$ cat src/rtl/keypad_pkg.sv
// Shared definitions for the 4x3 keypad scanner:
// state encoding, geometry and key-code helpers.
package keypad_pkg;

   localparam int KEY_W = 4;
   localparam int ROWS  = 4;
   localparam int COLS  = 3;

   typedef enum logic [1:0] {
      SCAN,
      DEBOUNCE,
      PRESSED,
      RELEASE
   } state_t;

   // Lowest asserted column wins when several keys share a row
   function automatic logic [1:0] low_col(input logic [COLS-1:0] pat);
      if (pat[0]) return 2'd0;
      if (pat[1]) return 2'd1;
      return 2'd2;
   endfunction

   function automatic logic [KEY_W-1:0] key_code_f(
      input logic [1:0] row,
      input logic [1:0] col
   );
      return KEY_W'(row) * KEY_W'(COLS) + KEY_W'(col);
   endfunction

endpackage

$ cat src/rtl/key_fifo.sv
// First-word-fall-through FIFO for key codes.
// A full FIFO still takes a push when the head is popped in the same cycle.
module key_fifo #(
   parameter int DEPTH = 4,
   parameter int W     = 4
) (
   input  logic         i_clk,
   input  logic         i_rst,
   input  logic         i_push,
   input  logic [W-1:0] i_data,
   input  logic         i_pop,
   output logic [W-1:0] o_data,
   output logic         o_full,
   output logic         o_empty
);

   localparam int AW = $clog2(DEPTH);

   logic [W-1:0]  r_mem [DEPTH];
   logic [AW-1:0] r_wr;
   logic [AW-1:0] r_rd;
   logic [AW:0]   r_cnt;
   logic [W-1:0]  r_last;
   logic          w_push;
   logic          w_pop;

   assign o_empty = (r_cnt == '0);
   assign o_full  = (r_cnt == (AW+1)'(DEPTH));
   assign w_pop   = i_pop & ~o_empty;
   assign w_push  = i_push & (~o_full | w_pop);
   assign o_data  = o_empty ? r_last : r_mem[r_rd];

   // Storage array, written at the tail pointer
   always_ff @(posedge i_clk) begin
      if (w_push) r_mem[r_wr] <= i_data;
   end

   // Pointers, occupancy and the last popped code shown while empty
   always_ff @(posedge i_clk) begin
      if (i_rst) begin
         r_wr   <= '0;
         r_rd   <= '0;
         r_cnt  <= '0;
         r_last <= '0;
      end else begin
         if (w_push) r_wr <= r_wr + AW'(1);
         if (w_pop) begin
            r_rd   <= r_rd + AW'(1);
            r_last <= r_mem[r_rd];
         end
         r_cnt <= r_cnt + (AW+1)'(w_push) - (AW+1)'(w_pop);
      end
   end

endmodule

$ cat src/rtl/keypad_matrix_ctrl.sv
// 4x3 keypad scanner: row strobing, column sync, press/release
// debounce and a one-code-per-press FIFO towards the consumer.
module keypad_matrix_ctrl
   import keypad_pkg::*;
#(
   parameter int SCAN_DIV   = 1000,
   parameter int DEB_CNT    = 4,
   parameter int FIFO_DEPTH = 4
) (
   input  logic             clk,
   input  logic             rst,
   input  logic [COLS-1:0]  col_in,
   output logic [ROWS-1:0]  row_out,
   output logic [KEY_W-1:0] key_code,
   output logic             key_valid,
   input  logic             key_ready,
   output logic             overflow,
   input  logic             ovf_clr
);

   localparam int CW = $clog2(SCAN_DIV);
   localparam int DW = $clog2(DEB_CNT + 1);

   state_t          r_state;
   state_t          w_state_n;
   logic [COLS-1:0] r_sync1;
   logic [COLS-1:0] r_sync2;
   logic [CW-1:0]   r_tcnt;
   logic [1:0]      r_row;
   logic [COLS-1:0] r_pat;
   logic [COLS-1:0] w_pat_n;
   logic [DW-1:0]   r_deb;
   logic [DW-1:0]   w_deb_n;
   logic [DW-1:0]   r_rel;
   logic [DW-1:0]   w_rel_n;
   logic            r_ovf;
   logic            w_tick;
   logic            w_adv;
   logic            w_push;
   logic            w_pop;
   logic            w_full;
   logic            w_empty;
   logic            w_drop;
   logic [KEY_W-1:0] w_code;

   assign w_tick    = (r_tcnt == CW'(SCAN_DIV - 1));
   assign row_out   = ROWS'(1) << r_row;
   assign key_valid = ~w_empty;
   assign w_pop     = key_valid & key_ready;
   assign w_drop    = w_push & w_full & ~w_pop;
   assign overflow  = r_ovf;
   assign w_code    = key_code_f(r_row, low_col(w_pat_n));

   // Two-flop synchronizer for the asynchronous column lines
   always_ff @(posedge clk) begin
      if (rst) begin
         r_sync1 <= '0;
         r_sync2 <= '0;
      end else begin
         r_sync1 <= col_in;
         r_sync2 <= r_sync1;
      end
   end

   // Scan-period counter and row rotation; rows only move on a tick
   always_ff @(posedge clk) begin
      if (rst) begin
         r_tcnt <= '0;
         r_row  <= '0;
      end else begin
         r_tcnt <= w_tick ? '0 : r_tcnt + CW'(1);
         if (w_adv) r_row <= r_row + 2'd1;
      end
   end

   // FSM state and debounce counters
   always_ff @(posedge clk) begin
      if (rst) begin
         r_state <= SCAN;
         r_pat   <= '0;
         r_deb   <= '0;
         r_rel   <= '0;
      end else begin
         r_state <= w_state_n;
         r_pat   <= w_pat_n;
         r_deb   <= w_deb_n;
         r_rel   <= w_rel_n;
      end
   end

   // Next state, row advance and push decision, evaluated per tick
   always_comb begin
      w_state_n = r_state;
      w_pat_n   = r_pat;
      w_deb_n   = r_deb;
      w_rel_n   = r_rel;
      w_adv     = 1'b0;
      w_push    = 1'b0;
      if (w_tick) begin
         unique case (r_state)
            SCAN: begin
               if (r_sync2 != '0) begin
                  w_pat_n = r_sync2;
                  if (DEB_CNT == 1) begin
                     w_push    = 1'b1;
                     w_state_n = PRESSED;
                  end else begin
                     w_deb_n   = DW'(1);
                     w_state_n = DEBOUNCE;
                  end
               end else begin
                  w_adv = 1'b1;
               end
            end
            DEBOUNCE: begin
               if (r_sync2 == r_pat) begin
                  if (r_deb == DW'(DEB_CNT - 1)) begin
                     w_push    = 1'b1;
                     w_state_n = PRESSED;
                  end else begin
                     w_deb_n = r_deb + DW'(1);
                  end
               end else begin
                  w_state_n = SCAN;
                  w_adv     = 1'b1;
               end
            end
            PRESSED: begin
               if (r_sync2 == '0) begin
                  if (DEB_CNT == 1) begin
                     w_state_n = SCAN;
                     w_adv     = 1'b1;
                  end else begin
                     w_rel_n   = DW'(1);
                     w_state_n = RELEASE;
                  end
               end
            end
            RELEASE: begin
               if (r_sync2 == '0) begin
                  if (r_rel == DW'(DEB_CNT - 1)) begin
                     w_state_n = SCAN;
                     w_adv     = 1'b1;
                  end else begin
                     w_rel_n = r_rel + DW'(1);
                  end
               end else begin
                  w_rel_n   = '0;
                  w_state_n = PRESSED;
               end
            end
            default: w_state_n = SCAN;
         endcase
      end
   end

   // Sticky overflow; a fresh drop wins over a clear
   always_ff @(posedge clk) begin
      if (rst)          r_ovf <= 1'b0;
      else if (w_drop)  r_ovf <= 1'b1;
      else if (ovf_clr) r_ovf <= 1'b0;
   end

   key_fifo #(
      .DEPTH (FIFO_DEPTH),
      .W     (KEY_W)
   ) u_fifo (
      .i_clk   (clk),
      .i_rst   (rst),
      .i_push  (w_push),
      .i_data  (w_code),
      .i_pop   (w_pop),
      .o_data  (key_code),
      .o_full  (w_full),
      .o_empty (w_empty)
   );

endmodule
$ cat config.mk
export PLATFORM = sky130hd
export DESIGN_NAME = keypad_matrix_ctrl
export DESIGN_NICKNAME = d
export VERILOG_FILES = /design/src/rtl/keypad_pkg.sv /design/src/rtl/key_fifo.sv /design/src/rtl/keypad_matrix_ctrl.sv
export SDC_FILE = /design/constraint.sdc
export NUM_CORES = 1
export LEC_CHECK = 0
export ABC_AREA = 1
export CORE_ASPECT_RATIO = 1.75
export CORE_MARGIN = 8
export CORE_UTILIZATION = 57
export CTS_CLUSTER_DIAMETER = 120
export DETAILED_ROUTE_END_ITERATION = 8
export DONT_BUFFER_PORTS = 1
export HOLD_SLACK_MARGIN = 0.02
export PLACE_DENSITY = 0.75
export SYNTH_ARGS = -nofsm -noshare
export SYNTH_HDL_FRONTEND = slang
export SYNTH_SLANG_ARGS = --single-unit
$ cat constraint.sdc
create_clock -name clk -period 2.5 [get_ports clk]
set_input_delay 0.625 -clock clk [delete_from_list [all_inputs] [get_ports clk]]
set_output_delay 0.625 -clock clk [all_outputs]
set_load 0.02 [all_outputs]
======== Word level (Yosys, flattened, before mapping) ========
Memory sizes are Yosys's and may differ from the RTL's. A register that Yosys moved wholly into a read port is not among the register bits.
Cells that the tools add are included.
storage, ports and cells
  output and inout port bits .............. 10
  register bits ........................... 41
  logic and storage cells ................. 104
  memories kept ........................... 1
  memory bits (writable) .................. 16
  input port bits ......................... 7
memory list
  name          words  width  read ports  clocked after memory_dff  write ports  RTL line        source
  u_fifo.r_mem  4      4      1           1                         1            key_fifo.sv:19  logic [W-1:0] r_mem [DEPTH];
operators by class
  multiply operators ...................... 1
  bitwise logic cells ..................... 9
  add/subtract/negate cells ............... 9
  reduce and logical (&&, ||, !) cells .... 12
  shift-type cells ........................ 1
  muxes and demuxes ....................... 42
  eq/ne operators ......................... 15
operators with widths
  cell                                                 count
  2-to-1 mux 2 bit                                     15
  2-to-1 mux 3 bit                                     6
  2-to-1 mux 1 bit                                     16
  one-hot mux 3 bit (2 select lines)                   2
  adder 10 x 1 -> 10 bit, second input constant        1
  equality test 10 bit, second input constant          1
  AND reduction 5 bit                                  2
  != test 3 bit, second input constant                 3
  != test 2 bit, second input constant                 4
  one-hot mux 2 bit (4 select lines)                   1
  adder 2 x 1 -> 2 bit, second input constant          3
  adder 3 x 1 -> 3 bit, second input constant          2
  equality test 3 x 2 -> 1 bit, second input constant  2
  logical NOT 3 bit                                    2
  nonzero test 2 bit                                   3
  bitwise AND 1 bit                                    5
  adder 4 x 2 -> 4 bit                                 1
  equality test 2 bit, second input constant           2
  multiplier 2 x 2 -> 4 bit, second input constant     1
  2-to-1 mux 4 bit                                     1
  AND reduction 4 bit                                  1
  << shifter 1 x 2 -> 4 bit, first input constant      1
  adder 3 x 1 -> 3 bit                                 1
  equality test 3 bit                                  1
  other kinds (10)                                     12

======== Logic depth before layout (Yosys ltp) ========
Gate-level depths: netlist (run 1).
  depth after elaboration ................. 9
  mapped depth ............................ 15
  mapped depth without buffers ............ 15

======== By module ========
From an unflattened synthesis (run 1), not the netlist that was laid out.
second synthesis, totals
  cells, all modules ...................... 410
  area, all modules ....................... 3081.7 µm²
modules (own cells, without submodules)
  module              instances  cells each  area each (µm²)  seq. area each (µm²)
  keypad_matrix_ctrl  1          238         1669.1           600.6
  key_fifo            1          172         1412.6           740.7

======== Worst setup path before layout (run 1) ========
Ideal clock, no wire load.
  path kind ............................... reg-to-reg
  start ................................... register r_tcnt[0]
  end ..................................... memory u_fifo.r_mem[0][2], data pin
  stages on the path, launching flop included .. 15
  path slack .............................. -0.226 ns
  clock period less this slack ............ 2.726 ns
  path buffers ............................ 0
  required time ........................... 2.243 ns
  library setup time ...................... 0.257 ns
  arrival time ............................ 2.469 ns
  cell sequence ........................... dfxtp_1 -> ha_1 -> nand2_1 -> nor2_2 -> nand3_4 -> nor3_4 -> inv_2 -> a22oi_4 -> nand2_1 -> fa_1 -> inv_1 -> ha_1 -> inv_1 -> fa_1 -> inv_1
between the ends
  word-level cells in the longest chain between the ends .. 7
  elaborated cells between the ends (all ways) .. 9
  those cells by class .................... add/sub: 1; eq/ne: 1; mux: 7
ends and longest elaborated chain
  what                           RTL line                  source
  start: declaration             keypad_matrix_ctrl.sv:28  logic [CW-1:0] r_tcnt;
  start signal: assignment       keypad_matrix_ctrl.sv:71  r_tcnt <= w_tick ? '0 : r_tcnt + CW'(1);
  equality test 10 bit (*)       keypad_matrix_ctrl.sv:46  assign w_tick = (r_tcnt == CW'(SCAN_DIV - 1));
  2-to-1 mux 2 bit (*)           keypad_matrix_ctrl.sv:99  if (w_tick) begin
  2-to-1 mux 1 bit (2 in a row)  keypad_pkg.sv:19          if (pat[1]) return 2'd1;
  2-to-1 mux 2 bit               keypad_pkg.sv:20          return 2'd2;
  2-to-1 mux 2 bit (*)           keypad_pkg.sv:19
  adder 4 x 2 -> 4 bit (*)       keypad_pkg.sv:27          return KEY_W'(row) * KEY_W'(COLS) + KEY_W'(col);
  named net u_fifo.i_data[2]     key_fifo.sv:10            input logic [W-1:0] i_data,
  end: declaration               key_fifo.sv:19
The timed path passes the listed nets; every way through them passes the cells marked *. The select of a mux whose other input is x is not followed.

======== Worst setup path in the final report (run 1) ========
  start ................................... register r_tcnt[0]
  end ..................................... memory u_fifo.r_mem[2][2], data pin
Same word-level chain as after synthesis.

==> results of run 1 <==
[routing by layer]
metal  part of all wire, %  routed length, µm
met5                     0                  0
met4                   4.8                293
met3                   2.8                169
met2                    59               3620
met1                    33               2050
[synth_stat cells (all sizes together) (3+ instances only)]
| master | instances |
|---|---|
| xnor2 | 3 |
| dfxtp | 43 |
| nand4 | 3 |
| o22ai | 4 |
| edfxtp | 16 |
| fa | 3 |
| a21oi | 18 |
| ha | 17 |
| o21ai | 31 |
| nand2 | 45 |
| inv | 62 |
| nand3 | 13 |
| nor2 | 76 |
| nor3 | 5 |
[power by group through the flow]
stage	combinational (µW)	clock, µW	sequential, µW
floorplan	505	0	1110
global placement	607	0	1130
detailed placement	629	0	1130
CTS	638	793	1110
global route	703	837	1120
finish	631	781	1110
[worst max path at each step]
| stage | start | endpoint | depth (start not counted) | slack (ps) |
|---|---|---|---|---|
| 2_1_floorplan | r_tcnt[0]$_SDFF_PP0_ | u_fifo.r_mem[0][2]$_DFFE_PP_ | 14 | -120 |
| 3_3_place_gp | r_tcnt[0]$_SDFF_PP0_ | u_fifo.r_mem[3][2]$_DFFE_PP_ | 14 | -110 |
| 3_5_place_dp | r_tcnt[0]$_SDFF_PP0_ | u_fifo.r_mem[0][2]$_DFFE_PP_ | 14 | -150 |
| 4_1_cts | r_tcnt[0]$_SDFF_PP0_ | u_fifo.r_mem[2][2]$_DFFE_PP_ | 14 | -150 |
| 5_1_grt | r_tcnt[1]$_SDFF_PP0_ | u_fifo.r_mem[0][2]$_DFFE_PP_ | 14 | -310 |
| 6_report | r_tcnt[0]$_SDFF_PP0_ | u_fifo.r_mem[2][2]$_DFFE_PP_ | 14 | -150 |
[stage by stage]
stage,area [µm²],hold slack (ps)
after floorplan,3010,388
after global placement,3240,388
after detailed placement,3240,395
after CTS,3430,331
after global routing,3460,329
final,3460,342
[kinds of logic after synthesis]
family                     Yosys count
AOI/OAI and AO/OA                   58
xor gates and xnor gates             5
adders and majority gates           20
buffers and inverters               68
DFF                                 59
and+or+nand+nor                    144
[sequential cells by signal, indices dropped and copies added (netlist names), named ones only]
register	flops
u_fifo.r_mem	16
r_tcnt	10
u_fifo.r_last	4
r_deb	3
r_pat	3
r_rel	3
r_sync1	3
r_sync2	3
u_fifo.r_cnt	3
r_row	2
r_state	2
u_fifo.r_rd	2
u_fifo.r_wr	2
overflow	1
[cell type report]
cell class,instances,share of cell area [%]
multi-input cells,227,40.5
inverters,64,7.01
well taps,55,1.99
clock buffers,12,4.48
flip-flops and latches,59,38.8
clock inverters,4,0.723
repair buffers,30,6.50
[critical path, stage by stage (launching register included)]
cell and delay (ps):
dfxtp_2 360, ha_4 150, nand2_4 60, nor2_4 110, nand3_4 80, nor3_4 180, inv_2 80, a22oi_4 140
nand2_2 60, fa_1 420, inv_1 60, ha_1 130, inv_1 40, fa_1 490, inv_2 50
[timing repair]
item,CTS,global route
setup buffers,1,4
resized for setup,1,2
setup endpoints to repair,8,8
==> impl_metrics.yaml, run 1 <==
logic_synthesis:
  async_flop_share_pct: 0
  syn_nets: 381
  netlist_instances: 354
  synth_top_cell_area_share_pct: 28.9
  muxShareOfSynthArea_pct: 0
  synth_compound_gate_area_share_pct: 11.4
  synth-simple-area-share_pct: 24.1
  synth-xor-area-share_pct: 1.47
  synthTopCellsByArea: "dfxtp_1 29%, edfxtp_1 16%, nor2_1 8.2%"
  synth.distinct_cells: 40
  synth_top_family_by_area: "simple AND/OR/NAND/NOR gates"
  yosys_most_used_dff: "dfxtp_1"
  synth-edff-count: 16
  synth.avg_cell_area_um2: 8.43
  synth.largest_area_cell: "dfxtp_1"
  yosys.area_share.adder_pct: 9.14
  syn_area_um2: 2980
  yosys_warnings: 0
  synth_seq_cells: 59
  yosysSeqAreaShare_pct: 45.0
global_routing:
  met3_usage_pct: 3.87
  grtUsageTotal_pct: 15.9
  grt_max_degree: 15
  antenna_found_initial: 0
  overflow: 0
  grt.met2_usage_pct: 32.0
  grt.busiest_layer: "met2"
  grtUsageMet1_pct: 11.9
  grt_pass1_wl_um: 9670
  grt_pass1_vias: 2333
hold_path:
  holdPathStages: 1
  min-delay-start: "rst"
  holdCritPathClass: "in2reg"
  min_to: "u_fifo.r_cnt[1]$_SDFF_PP0_"
timing:
  hold_viol: 0
  fmax_ghz: 0.377
  fin_crit_ps: 2650
  tightestPinTransition_ps: 466
  drv_slew: 0
  rsz0062_at_grt: "true"
  fin_ws_ps: -151
  slew_headroom_pct: 69.0
  setup_tns_ps: -595
  fin_crit_sh_pct: 106
  fin_skew_ps: 10.4
  setup_viol: 4
die:
  dieArea_um2: 7900
  die_w_um: 70.7
  die_y_um: 112
  rows: 35
  io_pins: 17
  core_area_um2: 5170
  initial_core_util_pct: 57.7
cts:
  tritoncts: "built"
  insertion_delay_ps: 340
  clkSlewWorstSetupHoldPaths_ps: 70
  root_buffer: "clkbuf_8"
  htree_num_levels: 3
  cts_sinks: 59
  numCtsBuffers: 9
  clockBufferDepth: 2
  cts_hold_buf: 0
worst_setup_path:
  rrSetupSlack_ps: -150
  r2r-end: "u_fifo.r_mem[2][2]$_DFFE_PP_"
  crit_required_ps: 2600
  end_kind: "flip-flop"
  reg2reg_depth: 14
  critPathMaxFanout: 4
  start_kind: "flip-flop"
  critPathArrivalTime_ps: 2750
  critPathKind: "reg2reg"
  rr_startpoint: "r_tcnt[0]$_SDFF_PP0_"
drt:
  dr.pass1.iters: 6
  vias: 2345
  avgViaCountPerCell: 5.20
  wl_per_cell_um: 13.6
  drtAntennaViolNets: 0
  wirelength_um: 6140
  drt-initial-drc-count: 70
  drc: 0
placed_design:
  pre_cts_slack_ps: -151
  dp_cells: 430
  dpl.hpwl_um: 4750
  gp_congestion: 0.820
  numPortBuffers: 0
layout:
  regArea_um2: 1340
  fill_cells: 417
  n_antenna_cell: 0
  multi_input_area_um2: 1400
  drive_above_1_share_pct: 22.5
  mostFrequentLayoutCells: "65 x nor2_1, 54 x inv_1, 41 x dfxtp_1, 35 x nand2_1, 30 x buf_4"
  final_util_pct: 67.0
  mostFrequentLayoutCell: "nor2_1"
  area_delta_synth_final_pct: 16.1
  fin_nets: 418
  final_cells: 451
power:
  p_comb_share_pct: 25.0
  power.share.sequential_pct: 44.1
  power_density_nw_per_um2: 729
  switching_share_pct: 34.3
  peakVddDrop_mv: 0.469
  power_leakage_uw: 0.00151
  p_clk_share_pct: 30.9
  finalPower_uw: 2520
  p_switching_uw: 866
  intPower_uw: 1660
run_status:
  status: "finished, violations left"
  violations: "setup timing"
flow_run:
  drv_cap: 0
(Power assumes the default switching activity.)
==> inputs of run 2 (changes only) <==
--- a/config.mk
+++ b/config.mk
@@ -16,4 +16,5 @@
 export PLACE_DENSITY = 0.75
 export SYNTH_ARGS = -nofsm -noshare
 export SYNTH_HDL_FRONTEND = slang
+export SYNTH_HIERARCHICAL = 1
 export SYNTH_SLANG_ARGS = --single-unit
==> impl_metrics.yaml, run 2 <==
logic_synthesis:
  synth.distinct_cells: 36
  async_flop_share_pct: 0
  yosys_warnings: 6
  syn_nets: 437
  synth-edff-count: 16
  syn_area_um2: 3080
  yosys_most_used_dff: "dfxtp_1"
  synthTopCellsByArea: "dfxtp_1 28%, edfxtp_1 16%, nand2_1 12%"
  synth_top_cell_area_share_pct: 27.9
  yosysSeqAreaShare_pct: 43.5
  yosysMostFrequentCell: "nand2_1"
  synth_seq_cells: 59
  netlist_instances: 410
  synth_common_cells: "95 x nand2_1, 86 x inv_1, 66 x nor2_1, 43 x dfxtp_1, 23 x nand3_1"
  synth.avg_cell_area_um2: 7.52
  synth.largest_area_cell: "dfxtp_1"
timing:
  fin_crit_ps: 2610
  hold_viol: 0
  tightestPinTransition_ps: 499
  rsz0062_at_grt: "true"
  fin_ws_ps: -113
  holdWs_ps: 347
  fmax_ghz: 0.383
  drv_slew: 0
  setup_viol: 4
  fin_skew_ps: 7.03
  fin_crit_sh_pct: 105
  slew_headroom_pct: 66.4
worst_setup_path:
  critPathMaxFanout: 4
  crit_required_ps: 2600
  critPathKind: "reg2reg"
  crit_family: "adder cells"
  crit_slowest_cell: "fa_1"
  crit_buf_inv: 4
  critPathArrivalTime_ps: 2710
  start_kind: "flip-flop"
  worstPathCellList: "ha_4, inv_2, nor2_4, nand3_4, nor3_4, nor2_2, a21oi_2, nand2_1, fa_1, inv_1, ha_2, inv_2, fa_1, inv_2"
  startpoint: "r_tcnt[0]$_SDFF_PP0_"
  crit_path_max_incr_delay_ps: 490
  path_common_cell: "inv_2"
  rr_startpoint: "r_tcnt[0]$_SDFF_PP0_"
  end_kind: "flip-flop"
global_routing:
  grtUsageTotal_pct: 16.0
  grt_pass1_wl_um: 10000
  overflow: 0
  antenna_found_initial: 0
  grt_pass1_vias: 2485
  grt_max_degree: 19
drt:
  vias: 2499
  drtAntennaViolNets: 0
  dr.pass1.iters: 4
  drc: 0
  avgViaCountPerCell: 4.90
  wirelength_um: 5800
  wl_per_cell_um: 11.4
  drt-initial-drc-count: 109
layout:
  area_delta_synth_final_pct: 15.3
  final_area_um2: 3550
  regMostFlops: "u_fifo/r_mem"
  n_antenna_cell: 0
  reg.largest.list: "u_fifo/r_mem (16), r_tcnt (10), u_fifo/r_last (4)"
  mostFrequentLayoutCell: "nand2_1"
  mostFrequentLayoutCells: "95 x nand2_1, 82 x inv_1, 62 x nor2_1, 41 x dfxtp_1, 33 x buf_4"
  fill_cells: 431
  multi_input_area_um2: 1410
  fin_nets: 478
  drive_above_1_share_pct: 16.3
  largest_register_ffs: 16
  regArea_um2: 1340
die:
  io_pins: 17
  dieArea_um2: 8110
  rows: 35
  initial_core_util_pct: 58.6
  die_y_um: 113
  die_w_um: 71.6
  core_area_um2: 5260
power:
  power_density_nw_per_um2: 488
  power_leakage_uw: 0.00169
  p_clk_share_pct: 39.5
  peakVddDrop_mv: 0.443
  switching_share_pct: 21.4
  power.share.sequential_pct: 57.1
  p_comb_share_pct: 3.4
  p_switching_uw: 371
  intPower_uw: 1360
cts:
  insertion_delay_ps: 340
  cts_sinks: 59
  clockBufferDepth: 2
  htree_num_levels: 3
  cts_hold_buf: 0
  clkSlewWorstSetupHoldPaths_ps: 60
  root_buffer: "clkbuf_8"
  numCtsBuffers: 9
  tritoncts: "built"
placed_design:
  dpl.hpwl_um: 4570
  gp_congestion: 0.819
  postPlaceCellArea_um2: 3370
  numPortBuffers: 0
hold_path:
  holdCritPathClass: "in2reg"
  min-delay-start: "rst"
run_status:
  status: "finished, violations left"
  violations: "setup timing"
flow_run:
  drv_cap: 0
## run 2: path summary, 6_finish.rpt
| kind | to | cells past startpoint | slack (ps) |
|---|---|---|---|
| min reg2reg | r_sync2[0]$_SDFF_PP0_ | 2 | 400 |
| max reg2reg | u_fifo/r_mem[1][2]$_DFFE_PP_ | 14 | -110 |
| min | u_fifo/r_cnt[1]$_SDFF_PP0_ | 1 | 350 |
| max | u_fifo/r_mem[1][2]$_DFFE_PP_ | 14 | -110 |
## run 2: logic make-up (layout without fill, tap and decap cells)
family | after synthesis | in the layout | synth area share [%]
AO/OA/AOI/OAI | 26 | 26 | 4.99
XOR/XNOR | 4 | 4 | 1.14
adder cells (fa/ha/maj) | 20 | 20 | 8.85
buffers and inverters | 92 | 137 | 11.7
flip-flops | 59 | 59 | 43.5
AND/OR/NAND/NOR | 209 | 209 | 29.8
## run 2: timing repair
| item | CTS | global route |
|---|---|---|
| gates resized for setup | 1 | 5 |
| buffers inserted | 2 | 1 |
| setup endpoints to repair | 8 | 10 |
| gates cloned | 0 | 0 |
## run 2: final cells by class
class / instances / area share (%)
Multi-Input combinational cell: 259 / 39.7
Sequential cell: 59 / 37.8
Inverter: 89 / 9.40
Timing Repair Buffer: 33 / 6.97
Clock buffer: 14 / 4.02
Tap cell: 55 / 1.94
Clock inverter: 1 / 0.141
## run 2: layer usage
layer  wire, µm  GRT usage [%]  up-vias
li1           -              -     1336
met1       2020           12.4     1109
met2       3240           30.6       34
met3        183           4.25       20
met4        355           14.1        0
met5          0              0        -
## run 2: stage by stage
step	instances	power (µW)	setup WS (ps)	TNS, ps	utilization, %
CTS	509	1760	-128	-507	67.3
global placement	492	1070	-68.5	-274	64.2
global route	510	1810	-233	-1160	67.6
finish	510	1730	-113	-452	67.6
floorplan	410	1050	-132	-529	-
detailed placement	492	1070	-145	-580	64.2
## run 2: power by group through the flow
stage | registers, µW | logic (µW) | clock network [µW]
after global routing | 990 | 68.8 | 746
after detailed placement | 1010 | 60.1 | 0
after CTS | 990 | 60.1 | 710
after global placement | 1010 | 58.5 | 0
after floorplan | 1010 | 37.2 | 0
final | 990 | 59.6 | 685
==> inputs of run 3 (changes only) <==
--- a/config.mk
+++ b/config.mk
@@ -8,12 +8,13 @@
 export ABC_AREA = 1
 export CORE_ASPECT_RATIO = 1.75
 export CORE_MARGIN = 8
-export CORE_UTILIZATION = 57
+export CORE_UTILIZATION = 63
 export CTS_CLUSTER_DIAMETER = 120
 export DETAILED_ROUTE_END_ITERATION = 8
 export DONT_BUFFER_PORTS = 1
 export HOLD_SLACK_MARGIN = 0.02
-export PLACE_DENSITY = 0.75
+export PLACE_DENSITY = 0.85
+export SETUP_SLACK_MARGIN = 0.02
 export SYNTH_ARGS = -nofsm -noshare
 export SYNTH_HDL_FRONTEND = slang
 export SYNTH_HIERARCHICAL = 1
==> constraint.sdc (replaced) <==
create_clock -name clk -period 2.85 [get_ports clk]
set_input_delay 0.7125 -clock clk [delete_from_list [all_inputs] [get_ports clk]]
set_output_delay 0.7125 -clock clk [all_outputs]
set_load 0.02 [all_outputs]
==> impl_metrics.yaml, run 3 (synthesis results as in run 2) <==
global_routing:
  overflow: 0
  antenna_found_initial: 0
  grtUsageTotal_pct: 18.8
  grt_pass1_wl_um: 10600
  grt_pass1_vias: 2491
  grt_max_degree: 19
cts:
  tritoncts: "built"
  cts_sinks: 59
  clockBufferDepth: 2
  numCtsBuffers: 9
  root_buffer: "clkbuf_8"
  cts_hold_buf: 0
  insertion_delay_ps: 340
  clkSlewWorstSetupHoldPaths_ps: 70
  htree_num_levels: 3
worst_setup_path:
  critPathArrivalTime_ps: 2890
  crit_path_max_incr_delay_ps: 520
  critPathKind: "reg2reg"
  critPathMaxFanout: 4
  end_kind: "flip-flop"
  worstPathCellList: "ha_4, inv_2, nor2_4, nand3_4, nor3_4, nor2_1, a21oi_2, nand2_2, fa_1, inv_2, ha_4, inv_2, fa_1, inv_2"
  start_kind: "flip-flop"
  crit_family: "adder cells"
  crit_buf_inv: 4
  crit_required_ps: 2940
  path_common_cell: "inv_2"
  crit_slowest_cell: "fa_1"
drt:
  drt-initial-drc-count: 131
  drtAntennaViolNets: 0
  wl_per_cell_um: 13.2
  dr.pass1.iters: 4
  drc: 0
  avgViaCountPerCell: 5.22
  vias: 2542
  wirelength_um: 6430
die:
  die_w_um: 68.9
  io_pins: 17
  rows: 33
  core_area_um2: 4710
  die_y_um: 109
  dieArea_um2: 7470
  initial_core_util_pct: 65.5
power:
  intPower_uw: 1270
  peakVddDrop_mv: 0.496
  finalPower_uw: 1620
  power_leakage_uw: 0.00161
  p_clk_share_pct: 43.2
  p_switching_uw: 349
  power.share.sequential_pct: 53.7
  switching_share_pct: 21.5
  power_density_nw_per_um2: 468
  p_comb_share_pct: 3.1
timing:
  fin_skew_ps: 12.1
  fin_crit_sh_pct: 98.4
  fin_ws_ps: 45.1
  drv_slew: 0
  fmax_ghz: 0.357
  setup_viol: 0
  fin_crit_ps: 2800
  hold_viol: 0
  tightestPinTransition_ps: 460
  rsz0062_at_grt: "true"
  slew_headroom_pct: 69.2
placed_design:
  numPortBuffers: 0
  gp_congestion: 0.936
  pre_cts_slack_ps: -39.6
  dpl.hpwl_um: 4660
layout:
  n_antenna_cell: 0
  reg.largest.list: "u_fifo/r_mem (16), r_tcnt (10), u_fifo/r_last (4)"
  regMostFlops: "u_fifo/r_mem"
  mostFrequentLayoutCell: "nand2_1"
  largest_register_ffs: 16
  fin_nets: 457
  area_delta_synth_final_pct: 12.2
  drive_above_1_share_pct: 15.2
  mostFrequentLayoutCells: "93 x nand2_1, 81 x inv_1, 64 x nor2_1, 35 x dfxtp_1, 23 x nand3_1"
flow_run:
  drv_cap: 0
hold_path:
  holdCritPathClass: "reg2reg"
run_status:
  status: "finished, final reports clean"
-- run 3: power groups by stage --
stage          combinational, µW  clock, µW  sequential, µW
2_1_floorplan               30.8          0             886
3_3_place_gp                39.1          0             886
3_5_place_dp                40.8          0             887
4_1_cts                     46.0        714             870
5_1_grt                     56.3        753             869
6_report                    49.7        699             869
-- run 3: routing by layer --
layer	GRT usage [%]	part of all wire [%]	wire, µm
met1	17.0	35	2220
met2	34.8	58	3730
met3	4.55	4.1	261
met4	11.3	3.3	214
met5	0	0	0
-- run 3: final cells by class --
cell class              count  area, µm²
clock buffers              12        166
clock inverters             4       22.5
fillers                   340       1250
inverters                  89        334
multi-input cells         259       1420
flip-flops and latches     59       1360
well taps                  52       65.1
repair buffers             12       90.1
-- run 3: path summary, 6_finish.rpt --
check,startpoint,endpoint,slack (ps),depth (start not counted)
setup reg to reg,r_tcnt[1]$_SDFF_PP0_,u_fifo/r_mem[3][2]$_DFFE_PP_,50,14
setup / recovery,r_tcnt[1]$_SDFF_PP0_,u_fifo/r_mem[3][2]$_DFFE_PP_,50,14
hold / removal,r_sync1[1]$_SDFF_PP0_,r_sync2[1]$_SDFF_PP0_,400,2
hold reg to reg,r_sync1[1]$_SDFF_PP0_,r_sync2[1]$_SDFF_PP0_,400,2
-- run 3: stage by stage --
step	setup TNS (ps)	area (µm²)	hold slack [ps]	utilization [%]	std cells
global placement	0	3160	391	67.1	464
detailed placement	-158	3160	395	67.1	464
global route	-396	3460	415	73.4	487
finish	0	3460	397	73.4	487
CTS	0	3400	405	72.3	485
floorplan	0	3080	388	-	410
-- run 3: tightest hold or removal path, cell delays in order, from the launching register on --
cell,delay [ps]
dfxtp_1,300
inv_1,40
nor2_1,30
-- run 3: repair_timing --
action	4_1_cts	5_1_grt
pin swaps	2	9
gates resized for setup	7	18
setup buffers	5	2
endpoints found under the setup margin	4	8
